**src/rtl/decoder_2x4_scan_seq.sv**
```systemverilog
// -----------------------------------------------------------------------------
// decoder_2x4_scan_seq
//
// Upstream sequencer for a 2x4 decoder. Produces the select (a) and enable
// (en) the decoder consumes. It scans the enabled lines in ascending order,
// holds each line for a programmable dwell time, and forces en low for
// BLANK_CYC cycles around every select change (break-before-make), so two
// decoder outputs are never active together.
//
// Parameters
//   DWELL_W    width of the dwell input
//   BLANK_CYC  cycles of en=0 after each select change (0 = no gap)
//
// Ports
//   clk         in   1        system clock, rising edge
//   rst_n       in   1        synchronous reset, active-low
//   start       in   1        request to begin scanning (honoured in IDLE only)
//   stop        in   1        request to end scanning (sticky until IDLE)
//   line_mask   in   4        bit i=1 includes line i in the scan
//   dwell       in   DWELL_W  cycles en stays high per line (0 acts as 1)
//   a           out  2        decoder select, registered
//   en          out  1        decoder enable, registered
//   busy        out  1        high whenever the sequencer is not IDLE
//   frame_done  out  1        1-cycle pulse after the highest enabled line
// -----------------------------------------------------------------------------
module decoder_2x4_scan_seq #(
  parameter int DWELL_W   = 8,
  parameter int BLANK_CYC = 2
) (
  input  logic               clk,
  input  logic               rst_n,
  input  logic               start,
  input  logic               stop,
  input  logic [3:0]         line_mask,
  input  logic [DWELL_W-1:0] dwell,
  output logic [1:0]         a,
  output logic               en,
  output logic               busy,
  output logic               frame_done
);

  localparam logic [1:0] S_IDLE  = 2'd0;
  localparam logic [1:0] S_BLANK = 2'd1;
  localparam logic [1:0] S_DRIVE = 2'd2;

  // Blank counter counts down from BLANK_CYC-1 to 0; keep it at least 1 bit.
  localparam int              BW         = (BLANK_CYC > 1) ? $clog2(BLANK_CYC) : 1;
  localparam logic [BW-1:0]   BLANK_LOAD = (BLANK_CYC > 0) ? BW'(BLANK_CYC - 1) : '0;

  logic [1:0]         r_state;
  logic [3:0]         r_mask;
  logic [DWELL_W-1:0] r_dwell;
  logic [DWELL_W-1:0] r_dwell_cnt;
  logic [BW-1:0]      r_blank_cnt;
  logic               r_stop_req;
  logic [1:0]         r_a;
  logic               r_en;
  logic               r_frame_done;

  logic [1:0]         w_first;
  logic [1:0]         w_next;
  logic [1:0]         w_last;
  logic [DWELL_W-1:0] w_dwell_load;
  logic [DWELL_W-1:0] w_in_dwell_load;
  logic               w_stop;
  logic               w_go;

  // Lowest set bit of the mask (0 if the mask is empty).
  function automatic logic [1:0] f_lowest(input logic [3:0] m);
    f_lowest = 2'd0;
    for (int i = 3; i >= 0; i--) begin
      if (m[i]) f_lowest = 2'(i);
    end
  endfunction

  // Highest set bit of the mask.
  function automatic logic [1:0] f_highest(input logic [3:0] m);
    f_highest = 2'd0;
    for (int i = 0; i < 4; i++) begin
      if (m[i]) f_highest = 2'(i);
    end
  endfunction

  // Next enabled index above cur, wrapping 3->0; cur itself if it is the
  // only enabled line. Descending k lets the nearest candidate win.
  function automatic logic [1:0] f_next(input logic [3:0] m, input logic [1:0] cur);
    logic [1:0] idx;
    f_next = cur;
    for (int k = 3; k >= 1; k--) begin
      idx = cur + 2'(k);
      if (m[idx]) f_next = idx;
    end
  endfunction

  assign w_first = f_lowest(line_mask);
  assign w_next  = f_next(r_mask, r_a);
  assign w_last  = f_highest(r_mask);

  // Dwell counter is loaded with max(dwell,1)-1 so a zero dwell still gives
  // one enabled cycle.
  assign w_dwell_load    = (r_dwell == '0) ? '0 : r_dwell - DWELL_W'(1);
  assign w_in_dwell_load = (dwell   == '0) ? '0 : dwell   - DWELL_W'(1);

  // A stop seen in the current cycle acts immediately, same as a latched one.
  assign w_stop = stop | r_stop_req;
  assign w_go   = start && !stop && (line_mask != 4'b0000);

  // NOTE: every register below is assigned with <= so all of them update
  // together from the values present before the edge; a blocking = here
  // would let later statements see half-updated state.
  always_ff @(posedge clk) begin
    if (!rst_n) begin
      r_state      <= S_IDLE;
      r_mask       <= '0;
      r_dwell      <= '0;
      r_dwell_cnt  <= '0;
      r_blank_cnt  <= '0;
      r_stop_req   <= 1'b0;
      r_a          <= 2'b00;
      r_en         <= 1'b0;
      r_frame_done <= 1'b0;
    end else begin
      r_frame_done <= 1'b0;
      case (r_state)
        S_IDLE: begin
          r_en       <= 1'b0;
          r_stop_req <= 1'b0;
          if (w_go) begin
            r_mask  <= line_mask;
            r_dwell <= dwell;
            r_a     <= w_first;
            if (BLANK_CYC == 0) begin
              r_state     <= S_DRIVE;
              r_en        <= 1'b1;
              r_dwell_cnt <= w_in_dwell_load;
            end else begin
              r_state     <= S_BLANK;
              r_blank_cnt <= BLANK_LOAD;
            end
          end
        end

        S_BLANK: begin
          if (w_stop) begin
            r_state    <= S_IDLE;
            r_stop_req <= 1'b0;
          end else if (r_blank_cnt == '0) begin
            r_state     <= S_DRIVE;
            r_en        <= 1'b1;
            r_dwell_cnt <= w_dwell_load;
          end else begin
            r_blank_cnt <= r_blank_cnt - BW'(1);
          end
        end

        S_DRIVE: begin
          if (stop) r_stop_req <= 1'b1;
          if (r_dwell_cnt == '0) begin
            if (w_stop) begin
              // Stop exit: select is held and no frame_done is reported.
              r_state    <= S_IDLE;
              r_en       <= 1'b0;
              r_stop_req <= 1'b0;
            end else begin
              r_a          <= w_next;
              r_frame_done <= (r_a == w_last);
              if (BLANK_CYC == 0) begin
                r_dwell_cnt <= w_dwell_load;
              end else begin
                r_state     <= S_BLANK;
                r_en        <= 1'b0;
                r_blank_cnt <= BLANK_LOAD;
              end
            end
          end else begin
            r_dwell_cnt <= r_dwell_cnt - DWELL_W'(1);
          end
        end

        default: begin
          r_state <= S_IDLE;
          r_en    <= 1'b0;
        end
      endcase
    end
  end

  assign a          = r_a;
  assign en         = r_en;
  assign busy       = (r_state != S_IDLE);
  assign frame_done = r_frame_done;

endmodule

```
**config.mk**
```make
export PLATFORM = sky130hd
export DESIGN_NAME = decoder_2x4_scan_seq
export DESIGN_NICKNAME = d
export VERILOG_FILES = /design/src/rtl/decoder_2x4_scan_seq.sv
export SDC_FILE = /design/constraint.sdc
export NUM_CORES = 1
export LEC_CHECK = 0
export ABC_AREA = 1
export CAP_MARGIN = 20
export CORE_ASPECT_RATIO = 0.9
export CORE_MARGIN = 5
export CORE_UTILIZATION = 35
export CTS_CLUSTER_DIAMETER = 100
export DETAILED_ROUTE_END_ITERATION = 7
export GPL_TIMING_DRIVEN = 0
export MAX_ROUTING_LAYER = met4
export PLACE_DENSITY = 0.56
export SETUP_SLACK_MARGIN = 0.5
export SYNTH_ARGS = -nofsm -noshare
export SYNTH_HDL_FRONTEND = slang
export SYNTH_SLANG_ARGS = --single-unit
```
**constraint.sdc**
```tcl
create_clock -name clk -period 3.2 [get_ports clk]
set_input_delay 0.32 -clock clk [delete_from_list [all_inputs] [get_ports clk]]
set_output_delay 0.32 -clock clk [all_outputs]
set_load 0.005 [all_outputs]
```
==> impl_metrics.json, run 1 <==
{
  "grt_usage_pct": 13.59,
  "rsz0062_at_grt": "false",
  "wirelength_um": 3978,
  "setup_viol": 0,
  "top_usage_layer": "met2",
  "layout.nets": 304,
  "grt_use_met2_pct": 22.56,
  "worstMarginPinSlew_ps": 404.9,
  "cp.required_ps": 2880,
  "min_period_over_period_pct": 57.97,
  "antenna_cells": 0,
  "slew-limit-headroom_pct": 73.01,
  "min_path_type": "flip-flop to flip-flop",
  "start_util_pct": 36.00,
  "power_density_nw_per_um2": 487.6,
  "dieHeight_um": 76.90,
  "max_stage_delay_ps": 530,
  "grt_max_degree": 16,
  "timing.rr.end": "a[0]",
  "seqCellArea_sq_um": 560.5,
  "synth-seq-area-share_pct": 32.21,
  "antenna_found_initial": 0,
  "routedWlPerCell_um": 11.43,
  "r2r_slack_ps": 1690,
  "r2r_cells": 9,
  "skew_ps": 9.818,
  "fin_tns_setup_ps": 0,
  "cts_tree": "done",
  "io_buffers": 20,
  "syn_area_sq_um": 1740,
  "cts_setup_buffers": 0,
  "cpLargestDelayFamily": "buffers and inverters",
  "grt_use_met3_pct": 3.108,
  "drv_slew": 0,
  "syn_nets": 279,
  "endpoint": "busy",
  "hp-start": "en",
  "clock-sinks": 28,
  "die_area_sq_um": 6485,
  "first_iter_violations": 63,
  "ant_nets": 0,
  "numCtsBuffers": 3,
  "path_depth": 3,
  "viasPerCell": 4.761,
  "grt_use_met1_pct": 17.11,
  "detailedPlace.worstSlack_ps": 1400,
  "path_clk_slew_ps": 100,
  "start_kind": "flip-flop",
  "overflow": 0,
  "drive_gt1_share_pct": 9.894,
  "dr.pass1.iters": 4,
  "area_growth_pct": 19.34,
  "worstPathCellList": "nor2_1 > inv_1 > clkdlybuf4s50_1",
  "insertion_delay_ps": 280,
  "grt_pass1_wl_um": 7155,
  "dieWidth_um": 84.33,
  "hold_viol": 0,
  "place_hpwl_um": 3076,
  "syn_inst": 259,
  "core_area_sq_um": 4835,
  "cp_max_fo": 6,
  "max-cap-violations": 0,
  "avgSynthCellArea_sq_um": 6.720,
  "leakagePower_nw": 0.8973,
  "worstSetupStartpoint": "r_state[0]",
  "crit_path_end_kind": "output pin",
  "rows": 24,
  "gp_congestion": 0.8349,
  "postCtsResizedCells": 0,
  "multi_input_area_sq_um": 984.7,
  "crit_type": "flip-flop to output pin",
  "drc": 0,
  "fmax_mhz": 539.1,
  "ys_ff_latch": 28,
  "path_buf_inv": 2,
  "layout_setup_ws_ps": 1345,
  "final_core_util_pct": 42.96,
  "hold_buffers": 0,
  "cts_root_buf": "clkbuf_8",
  "ys_types": 32,
  "regToRegStartpoint": "r_dwell_cnt[0]",
  "yosys_warnings": 0,
  "fillers": 520,
  "peakVddDrop_v": 0.0002300,
  "grt_pass1_vias": 1594,
  "cp_slowest_cell": "dfxtp_1",
  "h-tree-depth": 1,
  "period_needed_ps": 1855,
  "ioPinCount": 21,
  "cts_max_path_buffers": 2,
  "arrival_ps": 1530,
  "vias": 1657,
  "status": "complete, no violations"
}
## area by class of cell
cell class                      instances  area share [%]
Buffer                                  7           2.952
Clock buffer                            4           2.651
Inverter                               35           6.446
Multi-Input combinational cell        189           47.41
Sequential cell                        28           26.99
Tap cell                               65           3.916
Timing Repair Buffer                   20           9.639
## worst register-to-register path, stage by stage (launching register included)
cell	delay, ps
dfxtp_1	330
inv_1	110
ha_1	170
nand2_1	100
o21ai_4	220
nand2_2	100
nor2_4	130
nand3_2	80
nor2_1	120
nor2_2	50
## cells by family (layout without fill, tap and decap cells)
logic type | after synthesis | after routing | share of synthesized area [%]
AOI/OAI and AO/OA | 60 | 60 | 19.05
xor gates and xnor gates | 6 | 6 | 3.020
adders and majority gates | 4 | 4 | 2.876
DFF | 28 | 28 | 32.21
and+or+nand+nor | 119 | 119 | 31.63
buffers and inverters | 42 | 66 | 11.22
## how the worst min path moves through the flow
stage | end | slack, ps | cells past startpoint
after floorplan | r_mask[0] | 440 | 2
after global placement | en | 460 | 2
after detailed placement | en | 450 | 2
after CTS | en | 470 | 2
after global routing | r_mask[0] | 500 | 2
final | en | 460 | 2
## metrics by stage
stage                     cells  hold slack [ps]  total power, W  cell area (sq um)
after floorplan             259            444.2       0.0006997               1740
after global placement      344            457.7       0.0008008               2022
after detailed placement    344            454.1       0.0008014               2022
after CTS                   348            469.7        0.001027               2077
after global routing        348            502.5        0.001100               2077
final                       348            462.3        0.001013               2077
## flip-flops by register name, summed over array words and instances, names as in the netlist
name,flops
a,2
r_blank_cnt,1
r_stop_req,1
frame_done,1
en,1
r_dwell_cnt,8
r_state,2
r_dwell,8
r_mask,4
## layer usage
| layer | vias to the layer above | share of wire (%) |
|---|---|---|
| met5 | - | 0 |
| met4 | 0 | 0.35 |
| met3 | 2 | 4.4 |
| met2 | 27 | 47 |
| met1 | 734 | 49 |
| li1 | 894 | - |
## cell usage after synthesis
cell type  number  area, sq um
nand2_1        49        183.9
inv_1          32        120.1
nor2_1         32        120.1
dfxtp_1        28        560.5
o21ai_0        28        140.1
nand3_1        18        90.09
a21oi_1        17        85.08
nand2_2         6        37.54
nand4_1         5        31.28
a31oi_1         4        25.02
buf_6           4        45.04
ha_1            4        50.05
o21ai_1         4        20.02
xnor2_1         3        26.28
xor2_1          3        26.28
inv_2           2        7.510
nand3_2         2        20.02
nor2_2          2        12.51
nor2_4          2        22.52
o22ai_1         2        12.51
a211oi_1        1        7.510
a21oi_2         1        8.760
buf_2           1        5.000
buf_4           1        7.510
clkbuf_1        1        3.750
inv_4           1        6.260
nand3b_1        1        7.510
nor2_8          1        20.02
nor3_1          1        5.000
o211ai_1        1        7.510
o21ai_4         1        16.27
o41ai_1         1        8.760
## cell usage in the layout (no fill, tap or decap), types with 2 or more instances in the layout
master,Yosys,layout
clkbuf_8,0,4
a31oi_1,4,4
nor2_2,2,2
nand3_1,18,18
buf_6,4,4
ha_1,4,4
clkdlybuf4s50_1,0,20
inv_2,2,2
o21ai_0,28,28
a21oi_1,17,17
nand3_2,2,2
xnor2_1,3,3
nor2_4,2,2
inv_1,32,32
dfxtp_1,28,28
o21ai_1,4,4
xor2_1,3,3
nand2_1,49,49
nand4_1,5,5
nand2_2,6,6
nor2_1,32,32
o22ai_1,2,2
## where the power goes
group	internal, W	switching, W	total, W
Clock	0.000110	0.000112	0.000222
Combinational	0.000155	0.000220	0.000376
Sequential	0.000383	0.0000319	0.000415
No activity file was read; power rests on OpenSTA's default activity.
==> inputs of run 2 (changes only) <==
PLACE_DENSITY = 0.58   (was 0.56)
clock period = 1.7 ns   (was 3.2 ns; I/O delays follow)
==> run 2 against run 1 <==
  * Setup slack worse by 1000 ps
  * Clock power is 66% higher
  * Sequential power is 92% higher
  * Highest routed layer unchanged
  * Global-route usage is 0.38 points higher
==> impl_metrics.json, run 2 (synthesized netlist as in run 1, its figures left out) <==
{
  "start_kind": "flip-flop",
  "drive_gt1_share_pct": 32.47,
  "dieHeight_um": 76.90,
  "fin_tns_setup_ps": 0,
  "drc": 0,
  "crit_type": "flip-flop to flip-flop",
  "antenna_found_initial": 0,
  "insertion_delay_ps": 280,
  "dr.pass1.iters": 4,
  "grt_usage_pct": 13.97,
  "grt_pass1_wl_um": 7362,
  "dieWidth_um": 84.33,
  "skew_ps": 7.082,
  "worstMarginPinSlew_ps": 277.0,
  "path_clk_slew_ps": 100,
  "power_density_nw_per_um2": 863.2,
  "area_growth_pct": 40.69,
  "overflow": 0,
  "antenna_cells": 0,
  "rows": 24,
  "fillers": 526,
  "hold_viol": 0,
  "viasPerCell": 4.845,
  "ioPinCount": 21,
  "drv_slew": 0,
  "layout_common_cells": "nand2_1 (38), inv_1 (27), buf_4 (24)",
  "postLayoutCellArea_sq_um": 2449,
  "layout_setup_ws_ps": 342.3,
  "cts_root_buf": "clkbuf_8",
  "vias": 1807,
  "layout.nets": 330,
  "core_area_sq_um": 4835,
  "cts_max_path_buffers": 2,
  "status": "complete, no violations",
  "period_needed_ps": 1358,
  "die_area_sq_um": 6485,
  "start_util_pct": 36.00,
  "min_path_type": "primary input to flip-flop",
  "fmax_mhz": 736.5,
  "setup_viol": 0,
  "hold_buffers": 0,
  "reg.largest.list": "r_dwell x8, r_dwell_cnt x8, r_mask x4",
  "leakagePower_nw": 1.103,
  "grt_pass1_vias": 1651,
  "place_hpwl_um": 3069,
  "h-tree-depth": 1,
  "rsz0062_at_grt": "true",
  "io_buffers": 20,
  "gp_congestion": 0.8698,
  "placed_area_sq_um": 2054,
  "first_iter_violations": 82,
  "cts_tree": "done",
  "wirelength_um": 4440,
  "peakVddDrop_v": 0.0005124,
  "crit_path_end_kind": "flip-flop",
  "ant_nets": 0,
  "grt_max_degree": 15,
  "final_core_util_pct": 50.65,
  "mostFrequentLayoutCell": "nand2_1",
  "slew-limit-headroom_pct": 81.29,
  "max-cap-violations": 0,
  "numCtsBuffers": 3,
  "cp_max_fo": 8,
  "arrival_ps": 1540,
  "clock-sinks": 28,
  "detailedPlace.worstSlack_ps": 76.75,
  "min_period_over_period_pct": 79.87,
  "cp.required_ps": 1880,
  "routedWlPerCell_um": 11.90
}
==> run 2: cell count changes in the layout (fill, tap and decap cells not counted), moves of 7 or more <==
cell / previous run / this run
buf_4: 1 / 24
clkdlybuf4s50_1: 20 / 12
dfxtp_1: 28 / 17
dfxtp_2: 0 / 7
nand2_1: 49 / 38
nor2_1: 32 / 23
o21ai_0: 28 / 15
o21ai_1: 4 / 11
==> run 2: final timing paths <==
kind | start | end | slack, ps | cells past startpoint
min reg2reg | en | en | 480 | 2
max | a[0] | a[0] | 340 | 12
min | line_mask[3] | r_mask[3] | 290 | 3
max reg2reg | a[0] | a[0] | 340 | 12
==> run 2: what timing repair did <==
action	CTS	global route
setup buffers	19	5
setup endpoints to repair	31	28
endpoints found under the hold margin	0	0
pin swaps	20	16
cloned	2	0
gates resized for setup	45	35
==> run 2: metrics by stage <==
step	hold slack [ps]	total power (W)	std cells
CTS	464.6	0.002046	368
detailed placement	455.3	0.001535	344
global placement	453.9	0.001534	344
finish	285.2	0.002114	373
global route	348.7	0.002271	373
floorplan	308.3	0.001346	259
==> run 2: cell type report <==
class | instances | area [sq um] | area share, %
Timing Repair Buffer | 46 | 400.4 | 16.35
Clock buffer | 3 | 41.29 | 1.686
Inverter | 35 | 136.4 | 5.570
Sequential cell | 28 | 584.3 | 23.86
Tap cell | 65 | 81.33 | 3.321
Buffer | 7 | 72.57 | 2.964
Multi-Input combinational cell | 189 | 1132 | 46.24
==> run 2: routing by layer <==
| layer | routed length (um) | share of wire, % | global-route usage (%) |
|---|---|---|---|
| met4 | 59 | 1.3 | 3.639 |
| met2 | 2270 | 51 | 23.34 |
| met3 | 207 | 4.7 | 3.108 |
| met1 | 1901 | 43 | 17.07 |
| met5 | 0 | 0 | - |
==> run 2: power breakdown <==
group	internal (W)	switching (W)
logic	0.000442	0.000507
clock network	0.000159	0.000210
registers	0.000728	0.0000677
==> run 2: critical path: stages, from the launching register on <==
cell and delay (ps):
dfxtp_2 330, buf_6 120, inv_4 50, buf_8 130
nand2_4 50, nand3_2 70, nand2_2 70, nor2_2 130
nand2_2 80, nand3_2 90, nand2_1 50, nand2_1 60
nor2_2 30
